<file path="src/rtl/ex_stage_pipeline.sv">
`default_nettype none
// ============================================================================
// Module   : ex_stage_pipeline
// Purpose  : Execute-stage wrapper placed between decode and memory. Captures
//            decoded ops in an ID/EX latch, resolves operand forwarding, drives
//            the external combinational ALU, and registers the ALU result in
//            an EX/MEM latch behind a valid/ready handshake.
//            Throughput: one op per cycle. Latency: 2 cycles.
// Ports    :
//   clk, rst                    clock (rising edge), async active-high reset
//   id_valid / id_ready         decode handshake
//   id_rs1_addr, id_rs2_addr,
//   id_rd_addr                  register indices of the decoded op
//   id_rs1_data, id_rs2_data    register-file read data
//   id_imm, id_use_imm          immediate and operand-B select
//   id_alu_op, id_reg_write     ALU opcode and destination write enable
//   flush                       synchronous kill of the ID/EX latch
//   mem_fwd_*, wb_fwd_*         forwarding sources from MEM and WB
//   alu_a, alu_b, alu_op        operands/opcode to the ALU
//   alu_result                  combinational ALU output
//   ex_valid / ex_ready         downstream handshake
//   ex_result, ex_rd_addr,
//   ex_reg_write                registered EX/MEM payload
// Revision : 1.0 - initial release
// ============================================================================
module ex_stage_pipeline #(
  parameter int XLEN       = 64,
  parameter int REG_ADDR_W = 5,
  parameter int ALU_OP_W   = 4
) (
  input  logic                  clk,
  input  logic                  rst,
  // decode side
  input  logic                  id_valid,
  output logic                  id_ready,
  input  logic [REG_ADDR_W-1:0] id_rs1_addr,
  input  logic [REG_ADDR_W-1:0] id_rs2_addr,
  input  logic [REG_ADDR_W-1:0] id_rd_addr,
  input  logic [XLEN-1:0]       id_rs1_data,
  input  logic [XLEN-1:0]       id_rs2_data,
  input  logic [XLEN-1:0]       id_imm,
  input  logic                  id_use_imm,
  input  logic [ALU_OP_W-1:0]   id_alu_op,
  input  logic                  id_reg_write,
  input  logic                  flush,
  // forwarding sources
  input  logic                  mem_fwd_valid,
  input  logic [REG_ADDR_W-1:0] mem_fwd_rd,
  input  logic [XLEN-1:0]       mem_fwd_data,
  input  logic                  wb_fwd_valid,
  input  logic [REG_ADDR_W-1:0] wb_fwd_rd,
  input  logic [XLEN-1:0]       wb_fwd_data,
  // ALU interface
  output logic [XLEN-1:0]       alu_a,
  output logic [XLEN-1:0]       alu_b,
  output logic [ALU_OP_W-1:0]   alu_op,
  input  logic [XLEN-1:0]       alu_result,
  // memory side
  output logic                  ex_valid,
  input  logic                  ex_ready,
  output logic [XLEN-1:0]       ex_result,
  output logic [REG_ADDR_W-1:0] ex_rd_addr,
  output logic                  ex_reg_write
);

  // --------------------------------------------------------------------------
  // ID/EX latch
  // --------------------------------------------------------------------------
  logic                  r_s1_valid;
  logic [REG_ADDR_W-1:0] r_s1_rs1_addr;
  logic [REG_ADDR_W-1:0] r_s1_rs2_addr;
  logic [REG_ADDR_W-1:0] r_s1_rd_addr;
  logic [XLEN-1:0]       r_s1_rs1_data;
  logic [XLEN-1:0]       r_s1_rs2_data;
  logic [XLEN-1:0]       r_s1_imm;
  logic                  r_s1_use_imm;
  logic [ALU_OP_W-1:0]   r_s1_alu_op;
  logic                  r_s1_reg_write;

  // --------------------------------------------------------------------------
  // EX/MEM latch
  // --------------------------------------------------------------------------
  logic                  r_ex_valid;
  logic [XLEN-1:0]       r_ex_result;
  logic [REG_ADDR_W-1:0] r_ex_rd_addr;
  logic                  r_ex_reg_write;

  // --------------------------------------------------------------------------
  // Handshake
  // --------------------------------------------------------------------------
  logic w_advance;
  logic w_accept;
  logic w_id_ready;

  // Flush suppresses advance so a killed op can never reach EX/MEM.
  assign w_advance  = r_s1_valid & (~r_ex_valid | ex_ready) & ~flush;
  assign w_id_ready = ~flush & (~r_s1_valid | w_advance);
  assign w_accept   = id_valid & w_id_ready;

  // --------------------------------------------------------------------------
  // Operand forwarding: EX/MEM > MEM > WB > latched data. x0 never forwards.
  // --------------------------------------------------------------------------
  logic [XLEN-1:0] w_fwd_rs1;
  logic [XLEN-1:0] w_fwd_rs2;

  always_comb begin
    w_fwd_rs1 = r_s1_rs1_data;
    if (r_s1_rs1_addr != '0) begin
      if (r_ex_valid && r_ex_reg_write && (r_ex_rd_addr == r_s1_rs1_addr))
        w_fwd_rs1 = r_ex_result;
      else if (mem_fwd_valid && (mem_fwd_rd == r_s1_rs1_addr))
        w_fwd_rs1 = mem_fwd_data;
      else if (wb_fwd_valid && (wb_fwd_rd == r_s1_rs1_addr))
        w_fwd_rs1 = wb_fwd_data;
    end
  end

  always_comb begin
    w_fwd_rs2 = r_s1_rs2_data;
    if (r_s1_rs2_addr != '0) begin
      if (r_ex_valid && r_ex_reg_write && (r_ex_rd_addr == r_s1_rs2_addr))
        w_fwd_rs2 = r_ex_result;
      else if (mem_fwd_valid && (mem_fwd_rd == r_s1_rs2_addr))
        w_fwd_rs2 = mem_fwd_data;
      else if (wb_fwd_valid && (wb_fwd_rd == r_s1_rs2_addr))
        w_fwd_rs2 = wb_fwd_data;
    end
  end

  // --------------------------------------------------------------------------
  // ID/EX latch update
  // --------------------------------------------------------------------------
  always_ff @(posedge clk or posedge rst) begin
    if (rst) begin
      r_s1_valid     <= 1'b0;
      r_s1_rs1_addr  <= '0;
      r_s1_rs2_addr  <= '0;
      r_s1_rd_addr   <= '0;
      r_s1_rs1_data  <= '0;
      r_s1_rs2_data  <= '0;
      r_s1_imm       <= '0;
      r_s1_use_imm   <= 1'b0;
      r_s1_alu_op    <= '0;
      r_s1_reg_write <= 1'b0;
    end else if (flush) begin
      r_s1_valid <= 1'b0;
    end else if (w_accept) begin
      r_s1_valid     <= 1'b1;
      r_s1_rs1_addr  <= id_rs1_addr;
      r_s1_rs2_addr  <= id_rs2_addr;
      r_s1_rd_addr   <= id_rd_addr;
      r_s1_rs1_data  <= id_rs1_data;
      r_s1_rs2_data  <= id_rs2_data;
      r_s1_imm       <= id_imm;
      r_s1_use_imm   <= id_use_imm;
      r_s1_alu_op    <= id_alu_op;
      r_s1_reg_write <= id_reg_write;
    end else if (w_advance) begin
      r_s1_valid <= 1'b0;
    end else if (r_s1_valid) begin
      // Stalled: capture forwarded operands so a producer that retires from
      // MEM/WB during the stall is not lost once it stops being forwarded.
      r_s1_rs1_data <= w_fwd_rs1;
      r_s1_rs2_data <= w_fwd_rs2;
    end
  end

  // --------------------------------------------------------------------------
  // EX/MEM latch update
  // --------------------------------------------------------------------------
  always_ff @(posedge clk or posedge rst) begin
    if (rst) begin
      r_ex_valid     <= 1'b0;
      r_ex_result    <= '0;
      r_ex_rd_addr   <= '0;
      r_ex_reg_write <= 1'b0;
    end else if (w_advance) begin
      r_ex_valid     <= 1'b1;
      r_ex_result    <= alu_result;
      r_ex_rd_addr   <= r_s1_rd_addr;
      r_ex_reg_write <= r_s1_reg_write;
    end else if (ex_ready) begin
      r_ex_valid <= 1'b0;
    end
  end

  // --------------------------------------------------------------------------
  // Outputs
  // --------------------------------------------------------------------------
  assign id_ready     = w_id_ready;
  assign alu_a        = w_fwd_rs1;
  assign alu_b        = r_s1_use_imm ? r_s1_imm : w_fwd_rs2;
  assign alu_op       = r_s1_alu_op;
  assign ex_valid     = r_ex_valid;
  assign ex_result    = r_ex_result;
  assign ex_rd_addr   = r_ex_rd_addr;
  assign ex_reg_write = r_ex_reg_write;

endmodule
`default_nettype wire

</file>
<file path="config.mk">
export PLATFORM = sky130hd
export DESIGN_NAME = ex_stage_pipeline
export DESIGN_NICKNAME = d
export VERILOG_FILES = /design/src/rtl/ex_stage_pipeline.sv
export SDC_FILE = /design/constraint.sdc
export NUM_CORES = 1
export LEC_CHECK = 0
export ABC_AREA = 1
export ABC_CLOCK_PERIOD_IN_PS = 30400
export CAP_MARGIN = 20
export CORE_AREA = 2 2 246 248
export CTS_CLUSTER_DIAMETER = 60
export DETAILED_ROUTE_END_ITERATION = 7
export DIE_AREA = 0 0 248 250
export DONT_BUFFER_PORTS = 1
export PLACE_DENSITY = 0.5
export SYNTH_ARGS = -nofsm -noshare
export SYNTH_HDL_FRONTEND = slang
export SYNTH_SLANG_ARGS = --single-unit
</file>
<file path="constraint.sdc">
create_clock -name clk -period 30.4 [get_ports clk]
set_input_delay 6.08 -clock clk [delete_from_list [all_inputs] [get_ports clk]]
set_output_delay 6.08 -clock clk [all_outputs]
set_load 0.05 [all_outputs]
</file>
==> summary by stage, run 1 <==
CTS
The clock tree synthesis step divided the H-tree into 2 levels. The hold-fix buffer count after cts is 0. The number of post-CTS setup repair buffers is 0. The maximum number of buffers from clock root to sink is 3. The number of buffers added by the clock tree synthesis step is 45.

TritonCTS built the clock tree. The clock net in this run drives a total of 285 sinks. Once the clock tree was built, the resizer swapped 0 gates to a different size.

The root buffer cell chosen for the clock tree is sky130_fd_sc_hd__clkbuf_16. The clock transition at the registers of the reported paths is 0.06 ns. The clock latency reported for the late side of the worst-skew pair is between 0.5 and 0.6 ns.

Setup path
The endpoint identified for the worst register-to-register timing path is r_s1_rs1_data[53]$_DFFE_PP0P_. STA classifies the critical path endpoint as an output port. For this run, the slowest stage of the critical path takes approximately 1.1 ns. The endpoint required time on the critical path is 24.32 ns. Following the worst setup path forward leads to its endpoint at alu_b[23]. The critical path start-end classification is input port to output port. The path depth of the worst reg2reg path is 12. Of all nets on the critical path, the largest fanout is 65. The critical path goes through inv_1, o21ai_1, nor2_4, buf_4, nand3_4, nand2_1, nand3_1, nand3_1, nand2_1, a31oi_1. STA puts the critical path data arrival time at 9.76 ns. The worst register-to-register path begins at ex_valid$_DFFE_PP0P_.

The beginning of the critical path is wb_fwd_rd[3]. The register-to-register path setup slack is roughly 26 ns. The largest individual stage delay along the critical path comes from the cell sky130_fd_sc_hd__nand3_4. The launching element type of the critical path is an input port.

Placed design
The placement-stage worst setup slack is 14.66 ns. At the end of routability-driven placement, the weighted congestion stood at 0.923. The total half-perimeter wirelength after legalization and detailed placement is 59600 um. The number of buffers added on ports is 0.

Global routing
The wire length of the first global-routing pass is 132000 um. The number of global-route vias before repair came to 20.6k. The total grt overflow is 0. The initial antenna violation count is 24. Entering global routing, the biggest net connects ~180 pins. For this run, the total global-route usage over all layers was measured as 0.276.

Logic synthesis
The share of the synthesized area in the top cell type is 0.351. After synthesis, the mean cell area works out to 6.32 um2. Of the synthesized area, sequential elements account for 0.351. The largest total area in the synthesized netlist belongs to sky130_fd_sc_hd__dfrtp_1. The count of synthesis-stage warnings from yosys is 0.

Sorting the synthesized cells by area gives the leading types as sky130_fd_sc_hd__dfrtp_1 35%, sky130_fd_sc_hd__nand2_1 18%, sky130_fd_sc_hd__nand3_1 12%, sky130_fd_sc_hd__inv_1 6.1%, sky130_fd_sc_hd__nor2_1 6.0%. The post-synthesis sequential element count is between 200 and 300. After technology mapping, the gate count stands at between 3k and 4k. The combined area of all synthesized cells is 20300 um2.

Counting every net in the synthesized netlist gives 3636. In this run, distinct cell masters in the synthesized netlist total 25.

Timing
The least setup slack across all paths after layout is 14.56 ns. The sum of negative setup slack is 0 ns. The number of pins with negative max-slew slack in the final report is 0. The maximum achievable frequency is 0.0631 GHz. Of the available clock period, the critical path in the final layout requires 0.521. The slew of the pin with the lowest slew margin is 1.21 ns. The tightest slew margin relative to the limit is 0.189. Setup violations remaining at the end of the flow were counted as 0. For the finished layout, the period the worst path requires is about 16 ns. Between clock sinks in the finished design, the worst skew comes to 0.0187 ns. Setup repair after global routing left no endpoint under its margin. The final hold violation count is 0.

Pwr
The share of total power dissipated in combinational logic is 0.333. IR analysis of the VDD net gives a maximum drop of around 0.043 mV. The internal power of the cells totals approximately 950 uW. For this design the static power due to leakage is around 0.012 uW. The part of the total power dissipated in the clock network is 0.321. The net load switching power is just under 800 uW. The design draws 1740 uW. Of the total power, the share spent switching nets is 0.455. The portion of total power attributed to sequential cells is 0.346.

Dividing total power by cell area gives a power density of 77.2 nW/um2.

Floorplanning
The die covers 62000 um2. The initial cell density of the core is 0.341. The core region is 59600 um2.

From left edge to right edge, the die measures 248 um. For this design the top-level I/O count stands at 626. In this run the vertical extent of the chip is 250 um. The row count is 90.

Flow run
Across the run, the number of max-cap violations was 0.

Drt
The number of vias in the routed layout is 21.6k. The number of DRC markers in iteration 0 is between 1.5k and 2k. The number of nets with antenna violations after routing is 0. In the routed design, unresolved DRC markers number 0. The first detailed-routing pass ran for 7 iterations.

After detailed routing, the number of vias per cell comes to 5.50. In the final routed layout, each cell accounts on average for 22.6 um. For this block, the routed nets add up to 88800 um of wire.

Layout
The number of nets in the finished design is 3517. The area growth from synthesis to layout is 10.9%. The most common library cell in the layout ignoring fill and taps is sky130_fd_sc_hd__nand2_1.

Of the cells placed in the final design, the portion with a size suffix greater than 1 is 0.110. In the layout the commonest cells are 962 x sky130_fd_sc_hd__nand2_1, 475 x sky130_fd_sc_hd__nand3_1, 326 x sky130_fd_sc_hd__inv_1.

Worst hold path
The min-delay analysis places its worst path in the category register to register. The worst hold path passes through 2 cells.

Status
The flow ran to the end, and the final reports show no timing, DRC or antenna violations.
==> Yosys cell counts <==
library cell,instances
sky130_fd_sc_hd__xor2_1,1
sky130_fd_sc_hd__mux2_2,87
sky130_fd_sc_hd__o21ai_1,8
sky130_fd_sc_hd__buf_4,13
sky130_fd_sc_hd__dfrtp_1,285
sky130_fd_sc_hd__nand3_1,477
sky130_fd_sc_hd__inv_1,331
sky130_fd_sc_hd__o22ai_1,1
sky130_fd_sc_hd__nand2_1,963
sky130_fd_sc_hd__nor3_1,2
sky130_fd_sc_hd__nor2_2,1
sky130_fd_sc_hd__nand3_2,4
sky130_fd_sc_hd__clkbuf_1,102
sky130_fd_sc_hd__nor2_1,325
sky130_fd_sc_hd__a21oi_1,137
sky130_fd_sc_hd__xnor2_1,3
sky130_fd_sc_hd__buf_2,90
sky130_fd_sc_hd__buf_1,19
sky130_fd_sc_hd__a31oi_1,64
sky130_fd_sc_hd__nor2_4,2
sky130_fd_sc_hd__nor3_2,1
sky130_fd_sc_hd__o21ai_0,131
sky130_fd_sc_hd__buf_6,3
sky130_fd_sc_hd__inv_2,97
sky130_fd_sc_hd__nand4_1,67
==> layout make-up <==
class / instances / area [um2]
fill: 6512 / 37000
multi-input combinational: 2274 / 10600
sequential: 285 / 7130
inverter: 428 / 1620
clock buffer: 57 / 1280
tap: 782 / 978
timing repair buffer: 61 / 515
clock inverter: 24 / 302
antenna: 19 / 47.5
==> worst min-delay path by stage <==
stage / from / end
4_1_cts: r_s1_rs1_data[33]$_DFFE_PP0P_ / r_s1_rs1_data[33]$_DFFE_PP0P_
2_1_floorplan: r_s1_rs1_data[0]$_DFFE_PP0P_ / r_s1_rs1_data[0]$_DFFE_PP0P_
6_report: r_s1_rs1_data[32]$_DFFE_PP0P_ / r_s1_rs1_data[32]$_DFFE_PP0P_
3_5_place_dp: r_s1_rs2_data[44]$_DFFE_PP0P_ / r_s1_rs2_data[44]$_DFFE_PP0P_
5_1_grt: r_s1_imm[1]$_DFFE_PP0P_ / r_s1_imm[1]$_DFFE_PP0P_
3_3_place_gp: r_s1_rs1_data[32]$_DFFE_PP0P_ / r_s1_rs1_data[32]$_DFFE_PP0P_
==> logic make-up after synthesis <==
family	share of synthesized area
and+or+nand+nor	0.381
buffers and inverters	0.130
AOI/OAI and AO/OA	0.0880
DFF	0.351
muxes	0.0482
xor gates and xnor gates	0.00173
==> registers in the layout (all words and copies together) (netlist names) <==
signal,flops
alu_op,4
ex_rd_addr,5
ex_reg_write,1
ex_result,64
ex_valid,1
r_s1_imm,64
r_s1_rd_addr,5
r_s1_reg_write,1
r_s1_rs1_addr,5
r_s1_rs1_data,64
r_s1_rs2_addr,5
r_s1_rs2_data,64
r_s1_use_imm,1
r_s1_valid,1
==> power by group through the flow <==
stage	Clock (uW)	Sequential (uW)	Combinational (uW)
CTS	569	600	576
finish	559	601	579
detailed placement	0	606	575
global route	584	611	632
floorplan	0	579	463
global placement	0	604	554
==> per-layer routing <==
layer	track usage	routed length, um	vias up	share of wire
li1	-	-	9997	-
met3	0.0724	8140	207	0.092
met5	0	89	-	0.0010
met1	0.344	35600	10323	0.40
met4	0.111	3430	14	0.039
met2	0.451	41600	1063	0.47
==> metrics by stage <==
stage | util | instances | area [um2] | hold slack [ns]
floorplan | - | 3214 | 20300 | 0.471
CTS | 0.376 | 3907 | 22400 | 0.502
global placement | 0.346 | 3795 | 20600 | 0.486
global route | 0.378 | 3926 | 22500 | 0.512
detailed placement | 0.350 | 3826 | 20800 | 0.488
finish | 0.378 | 3930 | 22500 | 0.500
==> critical path, delay by kind of cell <==
kind,cells,cell delay [ns]
buffers and inverters,2,0.86
AOI/OAI and AO/OA,2,0.95
and+or+nand+nor,6,1.77
(Power assumes the default switching activity.)
==> run 2, diff against run 1 <==
==> config.mk (replaced) <==
export PLATFORM = sky130hd
export DESIGN_NAME = ex_stage_pipeline
export DESIGN_NICKNAME = d
export VERILOG_FILES = /design/src/rtl/ex_stage_pipeline.sv
export SDC_FILE = /design/constraint.sdc
export NUM_CORES = 1
export LEC_CHECK = 0
export ABC_AREA = 1
export ABC_CLOCK_PERIOD_IN_PS = 16300
export CAP_MARGIN = 20
export CORE_AREA = 2 2 241 243
export CTS_CLUSTER_DIAMETER = 60
export DETAILED_ROUTE_END_ITERATION = 7
export DIE_AREA = 0 0 243 245
export DONT_BUFFER_PORTS = 1
export PLACE_DENSITY = 0.52
export SYNTH_ARGS = -nofsm -noshare
export SYNTH_HDL_FRONTEND = slang
export SYNTH_SLANG_ARGS = --single-unit
==> constraint.sdc (replaced) <==
create_clock -name clk -period 16.3 [get_ports clk]
set_input_delay 3.26 -clock clk [delete_from_list [all_inputs] [get_ports clk]]
set_output_delay 3.26 -clock clk [all_outputs]
set_load 0.05 [all_outputs]
==> summary by stage, run 2 (synthesized netlist as in run 1, its figures left out) <==
Global routing
After global routing the overflow that remains totals 0. The wire length of the first global-routing pass is 133000 um. For this run, the total global-route usage over all layers was measured as 0.288. The number of global-route vias before repair is between 20k and 25k. The initial antenna violation count is 17. Entering global routing, the biggest net connects approximately 220 pins.

Pwr
The power per standard cell area is 144 nW/um2. The leakage power of the design is approximately 0.012 uW. The worst-case IR drop observed on VDD is 0.0807 mV.

Timing
The slew of the pin with the lowest slew margin is 1.20 ns. The share of the cycle needed by the critical path after routing is 0.628. In this run the tightest slew margin relative to its limit is 0.198. The number of pins with negative max-slew slack in the final report is 0.

The number of setup violations in the final report is 0. The maximum achievable frequency is 0.0977 GHz. On the final layout, the worst clock skew is between 0.02 and 0.025 ns. The final hold violation count is 0. Counting I/O delays and the setup requirement, the final critical path takes 10.24 ns. The sum of negative setup slack is 0 ns.

Setup repair after global routing left no endpoint under its margin.

Layout
At the end of the flow the core is filled with cells to 0.392. The fraction of layout cells with a size suffix above 1 is 0.106. Relative to the synthesized area, the layout overhead comes to 10.1%. In the layout the commonest cells are 962 x sky130_fd_sc_hd__nand2_1, 475 x sky130_fd_sc_hd__nand3_1, 326 x sky130_fd_sc_hd__inv_1. Fill cells in the final layout number 6269. The most common library cell in the layout ignoring fill and taps is sky130_fd_sc_hd__nand2_1. The final cell count without fillers is between 3k and 4k. In the final design database the tool counted 3510 nets.

CTS
The H-tree generated during clock tree synthesis spans 2 levels. The number of setup buffers added after CTS is 0. The clock sink count is 285.

Clock tree synthesis inserted a total of 43 buffers. The clock root buffer is sky130_fd_sc_hd__clkbuf_16. The maximum number of buffers from clock root to sink is 3. TritonCTS built the clock tree. At the later pin of the worst-skew pair, clock insertion delay measures 0.58 ns. After clock tree synthesis, the clock-pin slew on the worst setup and hold paths is about 0.05 ns. In this run, post-CTS hold repair placed 0 buffers. The quantity of gates resized following cts is 0.

Drt
The number of nets with antenna violations after routing is 0. The number of vias in the routed layout is 21.6k. The number of DRC markers in iteration 0 is 2064. Using the TritonRoute via totals, the vias-per-cell ratio works out to 5.54.

For this block, the routed nets add up to 88700 um of wire. For this run, the detailed router's first-pass iteration total came to 6. The number of DRC violations after detailed routing is 0. The detailed-route wire length per cell is 22.8 um.

Setup path
The worst setup path is launched from an input port. The critical register-to-register path endpoint is r_s1_rs2_data[32]$_DFFE_PP0P_. On the worst path, the slowest cell contributes a delay of 1.10 ns.

The end point of the critical path is alu_b[28]. The data arrival at the endpoint of the critical path is 6.98 ns. The highest net fanout along the worst path is 65.

Setup slack on the worst reg-to-reg path comes out at 12.53 ns. The startpoint identified for the worst register-to-register timing path is r_s1_rs2_addr[4]$_DFFE_PP0P_. The critical path start-end classification is input port to output port.

The number of cells on the worst reg-to-reg path is 10. The standard cell with the maximum stage delay on the critical path is sky130_fd_sc_hd__nand3_4. The signal on the critical path passes through inv_1, o21ai_1, nor2_4, buf_4, nand3_4, nand2_1, nand3_1, nand3_1, nand2_1, a31oi_1. The kind of end point of the critical path is an output port.

In this run the worst setup path begins at wb_fwd_rd[3]. For the worst setup path, the data required time is 13.04 ns.

Placed design
Routability-driven placement finished with a final weighted congestion of slightly above 0.9. The number of instances in the placed design is 3805. The total half-perimeter wirelength after legalization and detailed placement is 58600 um. The count of buffers added on input and output ports is 0.

Floorplanning
The area of the die is 59500 um2. The floorplan has between 80 and 90 rows. The core area is 57000 um2. The die is 243 um wide.

The floorplan step set the die height to 245 um. The I/O pin total is 626. For this configuration, the core starts out at a cell density of 0.356.

Flow run
The total of max-cap violations is 0.

Status
The flow ran to the end, and the final reports show no timing, DRC or antenna violations.

Worst hold path
The min-delay analysis places its worst path in the category register to register.
## run 2: layout make-up
type	count	area [um2]	share of cell area
Clock inverter	19	308	0.0138
Multi-Input combinational cell	2274	10600	0.476
Tap cell	765	957	0.0428
Sequential cell	285	7130	0.319
Inverter	428	1620	0.0726
Timing Repair Buffer	56	445	0.0199
Clock buffer	58	1220	0.0547
Antenna cell	14	35.0	0.00157
## run 2: worst min-delay path by stage
stage	from	cells past startpoint	slack, ns	to
after floorplan	r_s1_rs1_data[0]$_DFFE_PP0P_	2	0.47	r_s1_rs1_data[0]$_DFFE_PP0P_
after global placement	r_s1_rs1_data[12]$_DFFE_PP0P_	2	0.49	r_s1_rs1_data[12]$_DFFE_PP0P_
after detailed placement	r_s1_rs2_data[42]$_DFFE_PP0P_	2	0.49	r_s1_rs2_data[42]$_DFFE_PP0P_
after CTS	r_s1_rs2_data[42]$_DFFE_PP0P_	2	0.50	r_s1_rs2_data[42]$_DFFE_PP0P_
after global routing	r_s1_imm[46]$_DFFE_PP0P_	1	0.52	r_s1_imm[46]$_DFFE_PP0P_
final	r_s1_rs1_data[52]$_DFFE_PP0P_	2	0.50	r_s1_rs1_data[52]$_DFFE_PP0P_
## run 2: where the power goes
| group | total [uW] | internal (uW) | switching, uW |
|---|---|---|---|
| Clock | 1020 | 639 | 382 |
| Combinational | 1080 | 264 | 815 |
| Sequential | 1120 | 848 | 274 |
| Total | 3220 | 1750 | 1470 |
## run 2: worst max-delay path: cells and delay by family
family                 cells  cell delay (ns)
AND/OR/NAND/NOR            6             1.78
buffers and inverters      2             0.90
AO/OA/AOI/OAI              2             0.95
## run 2: through the flow
step / instance area, um2 / hold slack, ns / power, uW / setup WS [ns]
4_1_cts: 22300 / 0.502 / 3230 / 6.12
5_1_grt: 22400 / 0.517 / 3390 / 5.93
6_report: 22400 / 0.501 / 3220 / 6.06
2_1_floorplan: 20300 / 0.471 / 1940 / 5.18
3_5_place_dp: 20800 / 0.487 / 2200 / 6.08
3_3_place_gp: 20600 / 0.485 / 2160 / 6.08
## run 2: routing by layer
metal,global-route usage,up-vias,routed length [um]
li1,-,9954,-
met1,0.370,10295,35700
met2,0.462,1125,41300
met3,0.0712,208,8350
met4,0.119,10,3400
met5,0,-,61
